$ cat src/rtl/fft8_input_reorder.sv
// fft8_input_reorder
//   Input stage of the 8-point FFT. Collects complex samples in natural order
//   into one of two ping-pong frame banks, then presents each completed frame
//   as four bit-reversed butterfly pairs for radix-2 DIT stage 1.
//
// Ports
//   i_clk, i_rst_n          clock, asynchronous active-low reset
//   i_valid / o_ready       sample input handshake
//   i_data_re / i_data_im   sample payload (FP32 bit patterns, passed through)
//   o_valid / i_ready       pair output handshake
//   o_data_0_*              butterfly upper input x[br(2k)]
//   o_data_1_*              butterfly lower input x[br(2k+1)]
//   o_pair_idx              pair index k of the presented pair
//   o_frame_last            presented pair is the last of its frame
module fft8_input_reorder #(
    parameter int DATA_W = 32
) (
    input  logic              i_clk,
    input  logic              i_rst_n,
    input  logic              i_valid,
    output logic              o_ready,
    input  logic [DATA_W-1:0] i_data_re,
    input  logic [DATA_W-1:0] i_data_im,
    output logic              o_valid,
    input  logic              i_ready,
    output logic [DATA_W-1:0] o_data_0_re,
    output logic [DATA_W-1:0] o_data_0_im,
    output logic [DATA_W-1:0] o_data_1_re,
    output logic [DATA_W-1:0] o_data_1_im,
    output logic [1:0]        o_pair_idx,
    output logic              o_frame_last
);

    logic [1:0][7:0][DATA_W-1:0] mem_re_q, mem_re_d;
    logic [1:0][7:0][DATA_W-1:0] mem_im_q, mem_im_d;
    logic       wr_bank_q, wr_bank_d;
    logic [2:0] wr_cnt_q,  wr_cnt_d;
    logic       rd_bank_q, rd_bank_d;
    logic [1:0] rd_cnt_q,  rd_cnt_d;
    logic [1:0] full_q,    full_d;

    logic       wr_acc, rd_acc;
    logic [2:0] lo_idx, hi_idx;

    // Handshake outputs come straight from state flops only.
    assign o_ready = !full_q[wr_bank_q];
    assign o_valid = full_q[rd_bank_q];

    assign wr_acc = i_valid && o_ready;
    assign rd_acc = o_valid && i_ready;

    // Pair k reads x[br(2k)] and x[br(2k+1)]; with 3-bit reversal that is
    // {0,k0,k1} and {1,k0,k1}.
    assign lo_idx = {1'b0, rd_cnt_q[0], rd_cnt_q[1]};
    assign hi_idx = {1'b1, rd_cnt_q[0], rd_cnt_q[1]};

    assign o_data_0_re  = mem_re_q[rd_bank_q][lo_idx];
    assign o_data_0_im  = mem_im_q[rd_bank_q][lo_idx];
    assign o_data_1_re  = mem_re_q[rd_bank_q][hi_idx];
    assign o_data_1_im  = mem_im_q[rd_bank_q][hi_idx];
    assign o_pair_idx   = rd_cnt_q;
    assign o_frame_last = o_valid && (rd_cnt_q == 2'd3);

    // Write completion and read completion may land on the same edge; they
    // always touch different banks, so both updates to full_d apply.
    always_comb begin
        mem_re_d  = mem_re_q;
        mem_im_d  = mem_im_q;
        wr_bank_d = wr_bank_q;
        wr_cnt_d  = wr_cnt_q;
        rd_bank_d = rd_bank_q;
        rd_cnt_d  = rd_cnt_q;
        full_d    = full_q;

        if (wr_acc) begin
            mem_re_d[wr_bank_q][wr_cnt_q] = i_data_re;
            mem_im_d[wr_bank_q][wr_cnt_q] = i_data_im;
            wr_cnt_d = wr_cnt_q + 3'd1;
            if (wr_cnt_q == 3'd7) begin
                full_d[wr_bank_q] = 1'b1;
                wr_bank_d         = !wr_bank_q;
            end
        end

        if (rd_acc) begin
            rd_cnt_d = rd_cnt_q + 2'd1;
            if (rd_cnt_q == 2'd3) begin
                full_d[rd_bank_q] = 1'b0;
                rd_bank_d         = !rd_bank_q;
            end
        end
    end

    always_ff @(posedge i_clk or negedge i_rst_n) begin
        if (!i_rst_n) begin
            mem_re_q  <= '0;
            mem_im_q  <= '0;
            wr_bank_q <= 1'b0;
            wr_cnt_q  <= 3'd0;
            rd_bank_q <= 1'b0;
            rd_cnt_q  <= 2'd0;
            full_q    <= 2'b00;
        end else begin
            mem_re_q  <= mem_re_d;
            mem_im_q  <= mem_im_d;
            wr_bank_q <= wr_bank_d;
            wr_cnt_q  <= wr_cnt_d;
            rd_bank_q <= rd_bank_d;
            rd_cnt_q  <= rd_cnt_d;
            full_q    <= full_d;
        end
    end

endmodule

$ cat config.mk
export PLATFORM = sky130hd
export DESIGN_NAME = fft8_input_reorder
export DESIGN_NICKNAME = d
export VERILOG_FILES = /design/src/rtl/fft8_input_reorder.sv
export SDC_FILE = /design/constraint.sdc
export NUM_CORES = 1
export LEC_CHECK = 0
export BUFFER_PORTS_ARGS = -buffer_cell sky130_fd_sc_hd__clkbuf_2
export CORE_MARGIN = 5
export CORE_UTILIZATION = 30
export CTS_BUF_LIST = sky130_fd_sc_hd__clkbuf_4
export DETAILED_ROUTE_END_ITERATION = 12
export GPL_TIMING_DRIVEN = 1
export PLACE_DENSITY = 0.53
export SYNTH_ARGS = -nofsm -noshare
export SYNTH_HDL_FRONTEND = slang
export SYNTH_SLANG_ARGS = --single-unit
$ cat constraint.sdc
create_clock -name i_clk -period 3.2 [get_ports i_clk]
set_input_delay 0.8 -clock i_clk [delete_from_list [all_inputs] [get_ports i_clk]]
set_output_delay 0.8 -clock i_clk [all_outputs]
set_load 0.02 [all_outputs]
* Yosys cells after proc, flatten, opt, wreduce, memory -nomap -nowiden *
Index checks and enable logic that the tools add are counted.

storage, ports and cells
  register bits after elaboration = 1033
  input bits = 68
  output and inout bits = 133
  word-level logic and storage cells = 93

cells by class
  $add $sub $neg = 2
  $lt $le $gt $ge = 8
  eq/ne operators = 2
  mux-type cells = 30
  bitwise gates (word level) = 3
  reduce and logical (&&, ||, !) cells = 11

operator list
  kind                                                        count
  two-way mux 256 bit                                         5
  bitwise mux 512 bit                                         2
  binary-select mux 32 bit (select 2 bit)                     4
  demux 256 bit (select 1 bit)                                1
  two-way mux 32 bit                                          5
  demux 32 bit (select 3 bit)                                 1
  less-than comparator 3 x 4 -> 1 bit, second input constant  2
  two-way mux 2 bit                                           4
  logical AND 1 bit                                           6
  two-way mux 1 bit                                           6
  less-than comparator 1 x 2 -> 1 bit, second input constant  2
  less-than comparator 2 x 4 -> 1 bit, second input constant  1
  AND reduction 2 bit                                         2
  adder 3 x 1 -> 3 bit, second input constant                 1
  == test 3 bit, second input constant                        1
  >= comparator 3 x 1 -> 1 bit, second input constant         1
  zero test 1 bit                                             3
  adder 2 x 1 -> 2 bit, second input constant                 1
  AND 2 bit                                                   1
  demux 1 bit (select 1 bit)                                  2
  == test 2 bit, second input constant                        1
  >= comparator 1 bit, second input constant                  2
  inverter 2 bit                                              1
  OR 2 bit                                                    1

* Logic depth before layout (Yosys ltp) *
  word-level depth = 10
  gate-level depth with buffers = 6
  depth with buffers taken out = 5

* Worst setup path after synthesis *
Ideal clock, no wire load.

  path kind = register to output
  from = reg rd_cnt_q[1] (netlist: o_pair_idx[1])
  to = out o_data_0_re[10]
  data arrival time = 1.879 ns
  setup slack = 0.521 ns
  stages on the path, launching flop included = 6
  cell sequence = dfrtp_1 -> buf_2 -> clkbuf_1 -> buf_1 -> mux4_2 -> mux2_2

between the ends
  word-level cells in the longest chain between the ends = 2

ends and longest elaborated chain
  element                                   RTL line  RTL
  start: declaration                        39        logic [1:0] rd_cnt_q, rd_cnt_d;
  start signal: assignment                  109       rd_cnt_q <= rd_cnt_d;
  binary-select mux 32 bit (select 2 bit)   57        assign o_data_0_re = mem_re_q[rd_bank_q][lo_idx];
  two-way mux 32 bit (implied by the code)  57
  end: declaration                          26        output logic [DATA_W-1:0] o_data_0_re,

No other way between the ends. The select of a mux whose other input is x is not followed.

* Worst setup path in the final report *
  from = reg rd_bank_q
  to = out o_data_1_im[24]

between the ends
  word-level cells in the longest chain between the ends = 4

ends and longest elaborated chain
  element                                                  RTL line  RTL
  start: declaration                                       38        logic rd_bank_q, rd_bank_d;
  start signal: assignment                                 108       rd_bank_q <= rd_bank_d;
  two-way mux 256 bit (implied by the code) (2 in series)  60        assign o_data_1_im = mem_im_q[rd_bank_q][hi_idx];
  binary-select mux 32 bit (select 2 bit)                  60
  two-way mux 32 bit (implied by the code)                 60
  end: declaration                                         29        output logic [DATA_W-1:0] o_data_1_im,

No other way between the ends. The select of a mux whose other input is x is not followed.

==> impl_metrics.env <==
export IMPL_dr_pass1_iters=4
export IMPL_worst_ep_arrival_time_ns=3.14
export IMPL_pwr_share_clk_pct=19.9
export IMPL_cp_cell_sequence="buf_12 > buf_16 > buf_12 > mux4_2 > mux2_4 > clkbuf_2"
export IMPL_insertion_delay_ns=1.25
export IMPL_drc=0
export IMPL_p_int_mw=42.1
export IMPL_cts_buffer_depth=4
export IMPL_syn_avg_cell_area_um2=16.9
export IMPL_ys_top_cells_by_area="dfrtp_1 (56%), mux2_2 (28%), mux4_2 (12%)"
export IMPL_synth_seq_area_share_pct=56.0
export IMPL_rows=144
export IMPL_die_area_um2=162000
export IMPL_drive_gt1_share_pct=66.2
export IMPL_die_height_um=402
export IMPL_cts_root_buf="clkbuf_4"
export IMPL_required_ns=2.40
export IMPL_p_leak_nw=25.9
export IMPL_finalHoldViolCount=0
export IMPL_cap_violations=0
export IMPL_max_stage_delay_ns=0.51
export IMPL_setup_tns_ns=-88.49
export IMPL_wl_per_cell_um=23.5
export IMPL_worstMarginPinSlew_ns=0.943
export IMPL_cts_tree="built"
export IMPL_dpl_worst_slack_ns=0.278
export IMPL_status="finished with violations"
export IMPL_antenna_found_initial=10
export IMPL_grt_ovfl_total=0
export IMPL_hp_class="in2async"
export IMPL_finalWorstSetupSlack_ns=-0.743
export IMPL_crit_family="multiplexers"
export IMPL_die_w_um=402
export IMPL_fin_crit_sh_pct=123
export IMPL_ios=201
export IMPL_syn_num_nets=2798
export IMPL_synth_flop_cell="dfrtp_1"
export IMPL_syn_instance_count=2727
export IMPL_h_tree_depth=5
export IMPL_yosys_warnings=0
export IMPL_clock_sinks=1033
export IMPL_crit_buf_inv=4
export IMPL_slew_viol_final=0
export IMPL_port_buffers=200
export IMPL_power_density_nw_per_um2=1100
export IMPL_finish_utilization_pct=37.0
export IMPL_synth_edff_count=0
export IMPL_initial_core_util_pct=30.1
export IMPL_vias=26400
export IMPL_critPathSlowestCell="mux4_2"
export IMPL_place_congestion=0.700
export IMPL_grt_pass1_vias=29300
export IMPL_cts_made_buffers=311
export IMPL_syn_to_final_growth_pct=23.1
export IMPL_synth_most_common_cell="mux2_2"
export IMPL_ys_ff_latch=1033
export IMPL_power_frac_seq_pct=34.6
export IMPL_async_flop_share_pct=100
export IMPL_grt_pass1_wl_um=194000
export IMPL_grt_usage_pct=15.9
export IMPL_rsz0062_at_grt="true"
export IMPL_fill_cells=14700
export IMPL_synth_commonest_cells="mux2_2 (1156), dfrtp_1 (1033), mux4_2 (256)"
export IMPL_startpoint_type="flip-flop"
export IMPL_setup_violations_final=130
export IMPL_core_um2=154000
export IMPL_yosys_area_top_type="dfrtp_1"
export IMPL_syn_cell_area_um2=46200
export IMPL_power_frac_comb_pct=45.5
export IMPL_power_switching_mw=20.3
export IMPL_multi_input_area_um2=19500
export IMPL_grt_max_degree=92
export IMPL_via_per_inst=4.80
export IMPL_seq_area_um2=25900
export IMPL_ant_nets=0
export IMPL_drt_wl_total_um=129000
export IMPL_timing_hold_ws_ns=0.180
export IMPL_yosysUniqueCellTypes=30
export IMPL_skew_ns=0.104
export IMPL_path_common_cell="buf_12"
export IMPL_hpwlAfterDp_um=71400
export IMPL_slew_headroom_pct=37.1
export IMPL_fmax_mhz=254
export IMPL_violations="setup timing"
export IMPL_cp_end_kind="output pin"
export IMPL_drt_iter0_drc=1109
export IMPL_p_sw_share_pct=32.6
export IMPL_period_needed_ns=3.94
export IMPL_cp_max_fo=7
export IMPL_peakVddDrop_uv=438
export IMPL_synth_top_area_share_pct=56.0
export IMPL_critPathKind="reg2out"
export IMPL_finalNetCount=3309
export IMPL_path_clk_slew_ns=0.07
[per-layer routing]
metal	GRT usage, %	wire, um	vias up
li1	-	-	11400
met1	21.2	59000	14300
met2	26.1	63000	503
met3	3.52	5280	170
met4	4.27	2200	6
met5	0	34	-
[layout by cell type (no fill, tap or decap), types with 16 or more instances in the layout]
cell type         n
buf_12           59
buf_16           18
buf_4            58
buf_6           100
buf_8            21
clkbuf_16        16
clkbuf_2         85
clkbuf_4        463
clkinv_1         42
dfrtp_1        1029
diode_2          16
dlygate4sd3_1    67
mux2_2         1067
mux2_4           89
mux4_2          256
[registers in the layout, summed over array words and instances, names as in the netlist]
signal / flops
o_pair_idx: 2
mem_re_q: 512
mem_im_q: 512
full_q: 2
rd_bank_q: 1
wr_cnt_q: 3
wr_bank_q: 1
[path summary, 6_finish.rpt]
| kind | slack [ns] | depth (start not counted) | from | to |
|---|---|---|---|---|
| max | -0.74 | 6 | rd_bank_q | o_data_1_im[24] |
| min | 0.18 | 2 | i_rst_n | mem_re_q[180] |
| max reg2reg | 0.87 | 4 | wr_cnt_q[1] | mem_re_q[181] |
| min reg2reg | 0.50 | 1 | mem_re_q[115] | mem_re_q[115] |
| max in group asynchronous | 1.99 | 3 | i_rst_n | mem_im_q[76] |
| min in group i_clk | 0.18 | 2 | i_data_im[1] | mem_im_q[97] |
[worst register-to-register path, cell delays in order (launching register included)]
cell	delay, ns
dfrtp_1	0.46
nor4b_4	0.58
nor2b_4	0.31
buf_12	0.33
mux2_2	0.43
[logic make-up (layout without fill, tap and decap cells)]
family	Yosys count	in the layout	share of synthesized area, %
mux	1414	1414	40.7
flops	1033	1033	56.0
buf+inv	239	953	2.68
simple gates	31	31	0.442
compound gates	5	5	0.0704
fa+ha+maj	3	3	0.0813
xor+xnor	2	2	0.0379
other cells	0	16	0
[layout make-up]
type,instances,share of cell area [%]
timing repair buffer,437,9.00
clock inverter,53,0.456
clock buffer,463,6.12
tap,2044,4.50
antenna,16,0.0704
multi-input combinational,1455,34.4
sequential,1033,45.5
[power groups by stage]
stage	clock, mW	combinational, mW	sequential (mW)
final	12.4	28.4	21.6
after global routing	13.7	30.2	22.3
after CTS	13.0	25.4	21.6
after detailed placement	0	24.2	21.9
after global placement	0	23.9	21.8
after floorplan	0	17.1	20.7
[timing repair]
item | CTS | global route
endpoints found under the hold margin | 1681 | 0
gates cloned | 2 | 17
hold buffers | 67 | 0
endpoints found under the setup margin | 133 | 133
gates resized for setup | 76 | 396
buffers inserted | 18 | 24
[per-stage QoR]
| stage | std cells | cell area (um2) | total power [mW] |
|---|---|---|---|
| 6_report | 5501 | 56800 | 62.4 |
| 3_3_place_gp | 4844 | 50300 | 45.7 |
| 4_1_cts | 5445 | 55200 | 60.0 |
| 5_1_grt | 5494 | 56800 | 66.2 |
| 3_5_place_dp | 4844 | 50300 | 46.1 |
| 2_1_floorplan | 2727 | 46200 | 37.8 |
Power figures use the tool's default switching activity.
